--- src/rtl/matmul_tile_sequencer.sv ---
// matmul_tile_sequencer: steps an 8x8 by 8x8 byte matrix product through a
// combinational 2x8-by-8x2 kernel, one 2x2 output tile per pass (16 tiles).
// Each pass fetches two A rows and two B columns, lets the kernel settle,
// then writes the four 16-bit products big-endian into the result RAM.
module matmul_tile_sequencer #(
  parameter int KLAT = 0
) (
  input  logic         clk,
  input  logic         rst_n,
  input  logic         start,
  input  logic         abort,
  output logic         busy,
  output logic         done,
  output logic [3:0]   tile,
  output logic         rd_en,
  output logic [5:0]   a_rd_addr,
  output logic [5:0]   b_rd_addr,
  input  logic [7:0]   a_rd_data,
  input  logic [7:0]   b_rd_data,
  output logic [127:0] kern_a,
  output logic [127:0] kern_b,
  input  logic [63:0]  kern_c,
  output logic         c_wr_en,
  output logic [6:0]   c_wr_addr,
  output logic [7:0]   c_wr_data
);

  // One counter serves the 16 fetch steps, KLAT+1 compute cycles and 8 writes.
  localparam int CW = $clog2(KLAT + 17);

  typedef enum logic [2:0] {
    S_IDLE,
    S_FETCH,
    S_DRAIN,
    S_COMPUTE,
    S_WRITE,
    S_DONE
  } state_t;

  state_t         state_q;
  logic [CW-1:0]  cnt_q;
  logic [3:0]     tile_q;
  logic           busy_q;
  logic           done_q;
  logic           rd_en_q;
  logic [5:0]     a_addr_q;
  logic [5:0]     b_addr_q;
  logic [127:0]   ka_q;
  logic [127:0]   kb_q;
  logic [63:0]    c_q;
  logic           wr_en_q;
  logic [6:0]     wr_addr_q;
  logic [7:0]     wr_data_q;

  logic [3:0]     fetch_j_d;   // fetch step that follows the current one
  logic [3:0]     cap_slot_d;  // operand slot whose read data is on the bus now
  logic [6:0]     cap_lsb_d;   // bit position of that slot (slot 0 sits in the MSBs)
  logic [2:0]     wr_idx_d;    // result byte that follows the current one
  logic [5:0]     wr_lsb_d;    // bit position of that byte within the captured products
  logic [3:0]     tile_d;

  // Row pair r = t[3:2]; first 8 steps read row 2r, next 8 read row 2r+1.
  function automatic logic [5:0] a_addr_f(input logic [3:0] t, input logic [3:0] j);
    return {t[3:2], j};
  endfunction

  // Column 2cp for the first 8 steps, 2cp+1 for the next 8; k = j[2:0].
  function automatic logic [5:0] b_addr_f(input logic [3:0] t, input logic [3:0] j);
    return {j[2:0], t[1:0], j[3]};
  endfunction

  // Byte n of a tile: 32r + 4cp + n for n<4, and 16 bytes further on for the lower row.
  function automatic logic [6:0] c_addr_f(input logic [3:0] t, input logic [2:0] n);
    return {t[3:2], n[2], t[1:0], n[1:0]};
  endfunction

  // Index arithmetic for the next fetch step, capture slot and write byte.
  always_comb begin
    fetch_j_d  = cnt_q[3:0] + 4'd1;
    cap_slot_d = (state_q == S_DRAIN) ? 4'd15 : (cnt_q[3:0] - 4'd1);
    cap_lsb_d  = 7'd120 - {cap_slot_d, 3'b000};
    wr_idx_d   = cnt_q[2:0] + 3'd1;
    wr_lsb_d   = 6'd56 - {wr_idx_d, 3'b000};
    tile_d     = tile_q + 4'd1;
  end

  // Sequencer FSM with all outputs registered; abort drops to IDLE from any busy state.
  always_ff @(posedge clk) begin
    if (!rst_n) begin
      state_q   <= S_IDLE;
      cnt_q     <= '0;
      tile_q    <= '0;
      busy_q    <= 1'b0;
      done_q    <= 1'b0;
      rd_en_q   <= 1'b0;
      a_addr_q  <= '0;
      b_addr_q  <= '0;
      ka_q      <= '0;
      kb_q      <= '0;
      c_q       <= '0;
      wr_en_q   <= 1'b0;
      wr_addr_q <= '0;
      wr_data_q <= '0;
    end else if (abort && state_q != S_IDLE) begin
      state_q <= S_IDLE;
      busy_q  <= 1'b0;
      done_q  <= 1'b0;
      rd_en_q <= 1'b0;
      wr_en_q <= 1'b0;
    end else begin
      case (state_q)
        S_IDLE: begin
          if (start && !abort) begin
            state_q  <= S_FETCH;
            cnt_q    <= '0;
            tile_q   <= 4'd0;
            busy_q   <= 1'b1;
            rd_en_q  <= 1'b1;
            a_addr_q <= a_addr_f(4'd0, 4'd0);
            b_addr_q <= b_addr_f(4'd0, 4'd0);
          end
        end
        S_FETCH: begin
          // Data for the previous step arrives one cycle after its strobe.
          if (cnt_q[3:0] != 4'd0) begin
            ka_q[cap_lsb_d +: 8] <= a_rd_data;
            kb_q[cap_lsb_d +: 8] <= b_rd_data;
          end
          if (cnt_q[3:0] == 4'd15) begin
            state_q <= S_DRAIN;
            rd_en_q <= 1'b0;
            cnt_q   <= '0;
          end else begin
            cnt_q    <= CW'(fetch_j_d);
            a_addr_q <= a_addr_f(tile_q, fetch_j_d);
            b_addr_q <= b_addr_f(tile_q, fetch_j_d);
          end
        end
        S_DRAIN: begin
          ka_q[cap_lsb_d +: 8] <= a_rd_data;
          kb_q[cap_lsb_d +: 8] <= b_rd_data;
          state_q <= S_COMPUTE;
          cnt_q   <= '0;
        end
        S_COMPUTE: begin
          // First result byte comes straight from the kernel; the rest from c_q.
          if (cnt_q == CW'(KLAT)) begin
            c_q       <= kern_c;
            wr_en_q   <= 1'b1;
            wr_addr_q <= c_addr_f(tile_q, 3'd0);
            wr_data_q <= kern_c[63:56];
            cnt_q     <= '0;
            state_q   <= S_WRITE;
          end else begin
            cnt_q <= cnt_q + CW'(1);
          end
        end
        S_WRITE: begin
          if (cnt_q[2:0] == 3'd7) begin
            wr_en_q <= 1'b0;
            if (tile_q == 4'd15) begin
              state_q <= S_DONE;
              done_q  <= 1'b1;
              busy_q  <= 1'b0;
            end else begin
              tile_q   <= tile_d;
              state_q  <= S_FETCH;
              cnt_q    <= '0;
              rd_en_q  <= 1'b1;
              a_addr_q <= a_addr_f(tile_d, 4'd0);
              b_addr_q <= b_addr_f(tile_d, 4'd0);
            end
          end else begin
            cnt_q     <= cnt_q + CW'(1);
            wr_addr_q <= c_addr_f(tile_q, wr_idx_d);
            wr_data_q <= c_q[wr_lsb_d +: 8];
          end
        end
        S_DONE: begin
          done_q  <= 1'b0;
          state_q <= S_IDLE;
        end
        default: begin
          state_q <= S_IDLE;
        end
      endcase
    end
  end

  assign busy      = busy_q;
  assign done      = done_q;
  assign tile      = tile_q;
  assign rd_en     = rd_en_q;
  assign a_rd_addr = a_addr_q;
  assign b_rd_addr = b_addr_q;
  assign kern_a    = ka_q;
  assign kern_b    = kb_q;
  assign c_wr_en   = wr_en_q;
  assign c_wr_addr = wr_addr_q;
  assign c_wr_data = wr_data_q;

endmodule

--- config.mk ---
export PLATFORM = sky130hd
export DESIGN_NAME = matmul_tile_sequencer
export DESIGN_NICKNAME = d
export VERILOG_FILES = /design/src/rtl/matmul_tile_sequencer.sv
export SDC_FILE = /design/constraint.sdc
export NUM_CORES = 1
export LEC_CHECK = 0
export BUFFER_PORTS_ARGS = -buffer_cell sky130_fd_sc_hd__buf_2
export CAP_MARGIN = 10
export CORE_ASPECT_RATIO = 0.75
export CORE_MARGIN = 5
export CORE_UTILIZATION = 45
export DETAILED_ROUTE_END_ITERATION = 10
export PLACE_DENSITY = 0.72
export SETUP_SLACK_MARGIN = 0.02
export SKIP_CTS_REPAIR_TIMING = 1
export SYNTH_ARGS = -nofsm -noshare
export SYNTH_HDL_FRONTEND = slang
export SYNTH_SLANG_ARGS = --single-unit
--- constraint.sdc ---
create_clock -name clk -period 3.4 [get_ports clk]
set_input_delay 0 -clock clk [delete_from_list [all_inputs] [get_ports clk]]
set_output_delay 0 -clock clk [all_outputs]
set_load 0.02 [all_outputs]
# --- Word level (Yosys, flattened, before mapping) ---
# Index checks and enable logic that the tools add are counted.
# Widths: inputs -> output; s select.
totals:
  wordCells: 123
  out_inout_bits: 291
  ff_bits: 363
classes:
  bitwise: 2
  eq_ne: 18
  reduce_logical: 25
  shift: 4
  n_addsub: 8
  muxes: 52
op_table:
  columns: ["operator", "count"]
  rows:
  - ["$pmux 128 s2", 2]
  - ["$bwmux 128", 2]
  - ["$mux 128", 2]
  - ["$shiftx 8x9->128", 2]
  - ["$shift 8x9->128 const A", 1]
  - ["$shiftx 64x7->8", 1]
  - ["$mux 6", 7]
  - ["$pmux 6 s3", 2]
  - ["$pmux 5 s5", 1]
  - ["$mux 4", 5]
  - ["$mux 5", 4]
  - ["$ne 2x2->1 const B", 9]
  - ["$mux 8", 2]
  - ["$pmux 8 s2", 1]
  - ["$reduce_and 4->1", 4]
  - ["$mux 3", 5]
  - ["$pmux 3 s5", 1]
  - ["$mux 7", 2]
  - ["$pmux 7 s2", 1]
  - ["$reduce_and 3->1", 4]
  - ["$mux 1", 10]
  - ["$reduce_and 5->1", 2]
  - ["$eq 3x3->1 const B", 3]
  - ["$neg 7->9", 1]
  - ["24 further kinds", 35]

# --- Longest topological paths before layout ---
# Gate-level depths: netlist of run 1.
depth:
  ltp_word: 8
  mapped_depth: 14
  ltp_nobuf: 8

# --- Least setup slack after synthesis of run 1 ---
# Ideal clock, no wire load.
synth_path:
  path_kind: "register -> register"
  startpoint: "register cnt_q[0]"
  endpoint: "register kb_q[33] (netlist: kern_b[33])"
  required_time_ps: 3328
  synth_period_minus_slack_ps: 3320
  arrival_ps: 3247
  path_stages_with_launch: 15
  setup_time_ps: 72
  setup_slack_ps: 80
  path_cell_list: "dfxtp_1 -> buf_2 -> inv_1 -> ha_1 -> buf_6 -> clkbuf_1 -> clkbuf_1 -> nand2b_1 -> ha_1 -> xnor2_2 -> nor2_4 -> and3b_1 -> buf_2 -> buf_6 -> mux2i_1"
synth_between:
  elab_chain_cells: 8
synth_rtl:
  columns: ["element", "line_no", "text"]
  rows:
  - ["from (decl)", "41", "logic [CW-1:0] cnt_q;"]
  - ["from (signal assigned)", "134", "cnt_q <= CW'(fetch_j_d);"]
  - ["from (signal assigned)", "155", "cnt_q <= cnt_q + CW'(1);"]
  - ["from (signal assigned)", "174", "cnt_q <= cnt_q + CW'(1);"]
  - ["$sub 4x1->4", "80", "cap_slot_d = (state_q == S_DRAIN) ? 4'd15 : (cnt_q[3:0] - 4'd1);"]
  - ["$mux 4", "80", null]
  - ["$sub 7x7->7", "81", "cap_lsb_d = 7'd120 - {cap_slot_d, 3'b000};"]
  - ["$neg 7->9", "127, 141", null]
  - ["$shiftx 8x9->128 / $shift 8x9->128 (equally long branches)", "127, 141", null]
  - ["$bwmux 128", "127, 141", null]
  - ["$mux 128", "125", "if (cnt_q[3:0] != 4'd0) begin"]
  - ["$pmux 128 s2", "111", "case (state_q)"]
  - ["to (signal, indexed assignment)", "127", "kb_q[cap_lsb_d +: 8] <= b_rd_data;"]
  - ["to (signal, indexed assignment)", "141", "kb_q[cap_lsb_d +: 8] <= b_rd_data;"]
  - ["to (decl)", "49", "logic [127:0] kb_q;"]
# Parallel ways exist; a longest one is shown, timed or not. The select of a mux whose other input is x is not followed.
# A chain may end at the register's enable or synchronous reset.

# --- Final worst setup path of run 1 ---
layout_path:
  startpoint: "register cnt_q[1]"
  endpoint: "register kb_q[84] (netlist: kern_b[84])"
# The elaborated chain is that of the path after synthesis.

==> results of run 1 <==
==> routing by layer <==
metal,vias to the layer above,track usage (%),wire length (um)
met2,471,35.0,20000
met4,0,9.36,2110
met1,5921,31.2,19400
li1,5887,-,-
met3,120,4.65,3220
met5,-,0,0
==> state kept, by name (all words and copies together) (netlist names), 2 cells and up <==
register	flops
c_wr_addr	7
c_q	64
tile	4
kern_a	128
state_q	3
kern_b	128
c_wr_data	8
b_rd_addr	2
a_rd_addr	6
cnt_q	5
==> kinds of logic after synthesis <==
logic type	count (synthesis)
AND/OR/NAND/NOR	597
flip-flops	359
AO/OA/AOI/OAI	143
multiplexers	287
adder cells (fa/ha/maj)	8
XOR/XNOR	5
buffers and inverters	117
==> final cells by class <==
type / count / area (um2)
Sequential cell: 359 / 7190
Tap cell: 442 / 553
Clock inverter: 7 / 81.3
Multi-Input combinational cell: 1040 / 6900
Timing Repair Buffer: 478 / 2880
Inverter: 7 / 26.3
Fill cell: 2790 / 13700
Antenna cell: 2 / 5.00
Clock buffer: 48 / 996
==> worst max path at each step <==
stage              from          to  slack, ns
3_5_place_dp   cnt_q[1]  kern_b[82]       0.32
2_1_floorplan  cnt_q[0]  kern_b[33]       0.08
5_1_grt        cnt_q[1]  kern_b[84]       0.05
4_1_cts        cnt_q[1]  kern_b[84]       0.30
3_3_place_gp   cnt_q[1]  kern_b[82]       0.44
6_report       cnt_q[1]  kern_b[84]       0.29
==> power groups by stage <==
| stage | logic (uW) | registers, uW | clock network, uW |
|---|---|---|---|
| after detailed placement | 365 | 4310 | 0 |
| final | 448 | 4220 | 3750 |
| after floorplan | 212 | 4310 | 0 |
| after CTS | 365 | 4220 | 3820 |
| after global routing | 480 | 4210 | 4030 |
| after global placement | 361 | 4310 | 0 |
==> worst max-delay path, cell delays in order (launching register included) <==
cell and delay (ns):
dfxtp_1 0.54, inv_1 0.14, ha_1 0.50, nand2b_1 0.15, ha_1 0.32, xor2_1 0.53, nor2_1 0.14, nand3_2 0.46
mux2i_1 0.26
==> cells in the mapped netlist (15+ instances only) <==
cell        n
nor2_1     33
mux4_2     16
nand2_1   446
clkbuf_1   53
a21boi_0   61
a21oi_1    27
nor2b_1    34
buf_4      15
nand3_1    22
dfxtp_1   359
mux2i_1   271
buf_2      25
==> stage by stage <==
| stage | power (uW) | setup WS [ns] | cells | util (%) |
|---|---|---|---|---|
| final | 8410 | 0.286 | 2383 | 57.7 |
| after global placement | 4670 | 0.437 | 2244 | 51.8 |
| after detailed placement | 4670 | 0.321 | 2244 | 51.8 |
| after floorplan | 4530 | 0.0804 | 1516 | - |
| after global routing | 8720 | 0.0510 | 2382 | 57.7 |
| after CTS | 8400 | 0.298 | 2299 | 55.1 |
==> impl_metrics.json, run 1 <==
{
  "status": "completed",
  "synthesis.area_mm2": 0.0147,
  "path_class": "reg2reg",
  "netlist.area_leader.share_pct": 49.0,
  "synth_compound_area_share_pct": 6.81,
  "pwr-share-seq_pct": 50.1,
  "nets": 2014,
  "p_leak_uw": 0.00834,
  "port_buffers": 374,
  "clock_skew_ns": 0.0212,
  "min_path_type": "in2reg",
  "path_clk_slew_ns": 0.07,
  "area_delta_synth_final_pct": 26.9,
  "antenna_found_initial": 2,
  "synth_cell_types": 64,
  "synth_ff_type": "dfxtp_1",
  "ys_seq_area_share_pct": 49.0,
  "yosys.area_share.simple_pct": 18.0,
  "core_mm2": 0.0323,
  "postRouteAntennaNets": 0,
  "holdPathEnd": "cnt_q[2]",
  "pwr-share-comb_pct": 5.3,
  "wire_per_inst_um": 18.8,
  "reg2reg_depth": 8,
  "cts_tree": "yes",
  "post-route-min-period_ns": 3.11,
  "design.die.area_mm2": 0.0364,
  "ys_warn_count": 0,
  "synthAdderAreaFrac_pct": 0.682,
  "synthMuxAreaShare_pct": 20.9,
  "hold_ws_ns": 0.0648,
  "path_max_fanout": 16,
  "required_ns": 3.85,
  "reg2reg_from": "cnt_q[1]",
  "die_x_um": 219,
  "synth_xor_area_share_pct": 0.401,
  "grt.overflow.total": 0,
  "hpwl_mm": 30.8,
  "clkPwrFrac_pct": 44.6,
  "vias": 12400,
  "async_flop_share_pct": 0,
  "start_util_pct": 45.4,
  "grt_setup_unrepaired": "no",
  "swShare_pct": 22.5,
  "final_common_cell": "nand2_1",
  "ctsLongestPathBuffers": 3,
  "setup_viol": 0,
  "dpl_cell_area_mm2": 0.0167,
  "r2r_slack_ns": 0.29,
  "first_pass_iters": 5,
  "grt_pass1_wl_mm": 66.9,
  "drc_errors": 0,
  "peakVddDrop_mv": 0.305,
  "setup.worst_path.start_class": "flop",
  "period_share_pct": 91.6,
  "grt_pass1_vias": 11800,
  "worst_setup_path_end_kind": "flop",
  "fin_setup_tns_ns": 0,
  "final_cell_mix": "nand2_1 (446), buf_2 (373), dfxtp_1 (359)",
  "drt_iter0_drc": 972,
  "synth-seq-cells": 359,
  "p_int_uw": 6520,
  "cts_sinks": 359,
  "worstMarginPinSlew_ns": 1.18,
  "numCtsBuffers": 36,
  "drv_slew": 0,
  "synth_cells": 1516,
  "rows": 57,
  "synth_nets": 1608,
  "avgSynthCellArea_um2": 9.68,
  "hold-path-cell-count": 4,
  "maxCapViolations": 0,
  "drive_above_1_share_pct": 25.4,
  "postLayoutCellArea_mm2": 0.0186,
  "root_buffer": "clkbuf_16",
  "fmax_mhz": 321,
  "r2r_end": "kern_b[84]",
  "gp_congestion": 0.863,
  "htreeDepth": 2,
  "power.net_switching_uw": 1890,
  "slew_headroom_pct": 21.6,
  "grt_use_total_pct": 22.7,
  "netlist_top_cells_area": "dfxtp_1 (49%), mux2i_1 (18%), nand2_1 (11%)",
  "p_per_area_mw_per_mm2": 451,
  "crit_arrival_ns": 3.56,
  "grt_max_degree": 122,
  "clk_latency_ns": 0.53,
  "vias_per_cell": 5.20,
  "totalWireLength_mm": 44.7,
  "hold_start": "abort",
  "synth_largest_area_cell": "dfxtp_1",
  "synth_top_family_by_area": "multiplexers",
  "synth-edff-count": 0,
  "io_pins": 375,
  "fp.dieH_um": 166,
  "hold_viol": 0
}
(Power assumes the default switching activity.)
==> run 2, diff against run 1 <==
PLACE_DENSITY = 0.69   (was 0.72)
clock period = 3.5 ns   (was 3.4 ns; I/O delays follow)
==> run 2 against run 1 <==
Against the previous run: non-clock buffer count unchanged; via count hardly changed; global-route usage shrank 0.058 points; clock skew fell by 0.0016 ns; power fell by 2.5%; combinational power shrank 2%; clock-buffer cell count stayed put; utilization increased by 0.10 points; clock power fell by 2%; critical path depth stayed put; register-to-register slack is essentially flat; critical path type unchanged.
==> impl_metrics.json, run 2 (synthesis gave the netlist of run 1 again) <==
{
  "maxCapViolations": 0,
  "numCtsBuffers": 36,
  "dp_slack_ns": 0.175,
  "gp_congestion": 0.855,
  "worst_setup_path_end_kind": "flop",
  "drc_errors": 0,
  "drv_slew": 0,
  "design.die.area_mm2": 0.0364,
  "utilization_pct": 57.8,
  "drive_above_1_share_pct": 25.5,
  "clock_skew_ns": 0.0196,
  "peakVddDrop_mv": 0.296,
  "grt_pass1_wl_mm": 66.4,
  "path_clk_slew_ns": 0.06,
  "start_util_pct": 45.4,
  "path_class": "reg2reg",
  "p_leak_uw": 0.00836,
  "wire_per_inst_um": 18.9,
  "cts_sinks": 359,
  "totalWireLength_mm": 45.1,
  "grt.overflow.total": 0,
  "antenna_found_initial": 0,
  "postRouteAntennaNets": 0,
  "min_path_type": "in2reg",
  "grt_pass1_vias": 11500,
  "die_x_um": 219,
  "status": "completed",
  "drt_iter0_drc": 951,
  "setup.worst_path.start_class": "flop",
  "p_per_area_mw_per_mm2": 440,
  "grt_setup_unrepaired": "no",
  "grt_use_total_pct": 22.6,
  "nets": 2014,
  "slew_headroom_pct": 21.9,
  "post-route-min-period_ns": 3.21,
  "crit_arrival_ns": 3.64,
  "ctsLongestPathBuffers": 3,
  "clk_latency_ns": 0.52,
  "vias": 12400,
  "antenna_cells": 0,
  "required_ns": 3.92,
  "cts_tree": "yes",
  "hold_viol": 0,
  "fp.dieH_um": 166,
  "grt_max_degree": 117,
  "first_pass_iters": 5,
  "htreeDepth": 2,
  "root_buffer": "clkbuf_16",
  "final_cell_mix": "nand2_1 (446), buf_2 (373), dfxtp_1 (359)",
  "setup_viol": 0,
  "core_mm2": 0.0323,
  "rows": 57,
  "fmax_mhz": 311,
  "area_delta_synth_final_pct": 27.2,
  "timing.final.ws_setup_ns": 0.286,
  "path_max_fanout": 16,
  "port_buffers": 374,
  "io_pins": 375,
  "fin_setup_tns_ns": 0,
  "final_common_cell": "nand2_1",
  "fillers": 2842,
  "hpwl_mm": 30.8,
  "worstMarginPinSlew_ns": 1.17,
  "vias_per_cell": 5.21,
  "period_share_pct": 91.8
}
## run 2: final cells by class
type                            instances  area [um2]  area share, %
Timing Repair Buffer                  478        2890           15.5
Tap cell                              442         553           2.96
Clock inverter                         10        96.3          0.516
Inverter                                7        26.3          0.141
Sequential cell                       359        7190           38.5
Clock buffer                           48         996           5.34
Multi-Input combinational cell       1040        6920           37.0
## run 2: path summary, 6_finish.rpt
path | from | end | slack [ns] | cells past startpoint
max | cnt_q[1] | kern_a[85] | 0.29 | 8
min | abort | cnt_q[2] | 0.07 | 4
max reg2reg | cnt_q[1] | kern_a[85] | 0.29 | 8
min reg2reg | kern_b[50] | kern_b[50] | 0.45 | 2
## run 2: worst max-delay path: stages (launching register included)
cell	delay, ns
dfxtp_1	0.55
inv_1	0.16
ha_1	0.49
nand2b_1	0.17
ha_1	0.35
xor2_1	0.52
nor2_1	0.13
nand3_2	0.50
mux2i_1	0.25
## run 2: report_power, final
part / leakage (uW) / switching, uW / internal (uW)
clock: 0.000537 / 1600 / 2070
combinational: 0.00493 / 262 / 178
sequential: 0.00289 / 3.92 / 4090
total: 0.00836 / 1860 / 6340
## run 2: layer usage
layer	part of all wire [%]	track usage, %	vias to the layer above	wire [um]
met4	4.4	8.62	0	1990
li1	-	-	5910	-
met1	44	31.8	5954	19900
met5	0	0	-	0
met3	7.4	5.26	113	3330
met2	44	34.0	434	19800
## run 2: per-stage QoR
| stage | cells | total power [uW] | instance area [um2] | hold slack [ns] |
|---|---|---|---|---|
| after floorplan | 1516 | 4400 | 14700 | 0.135 |
| after global placement | 2244 | 4540 | 16700 | 0.252 |
| after detailed placement | 2244 | 4540 | 16700 | 0.257 |
| after CTS | 2302 | 8200 | 17800 | -0.292 |
| after global routing | 2384 | 8480 | 18700 | 0.102 |
| final | 2384 | 8200 | 18700 | 0.0713 |
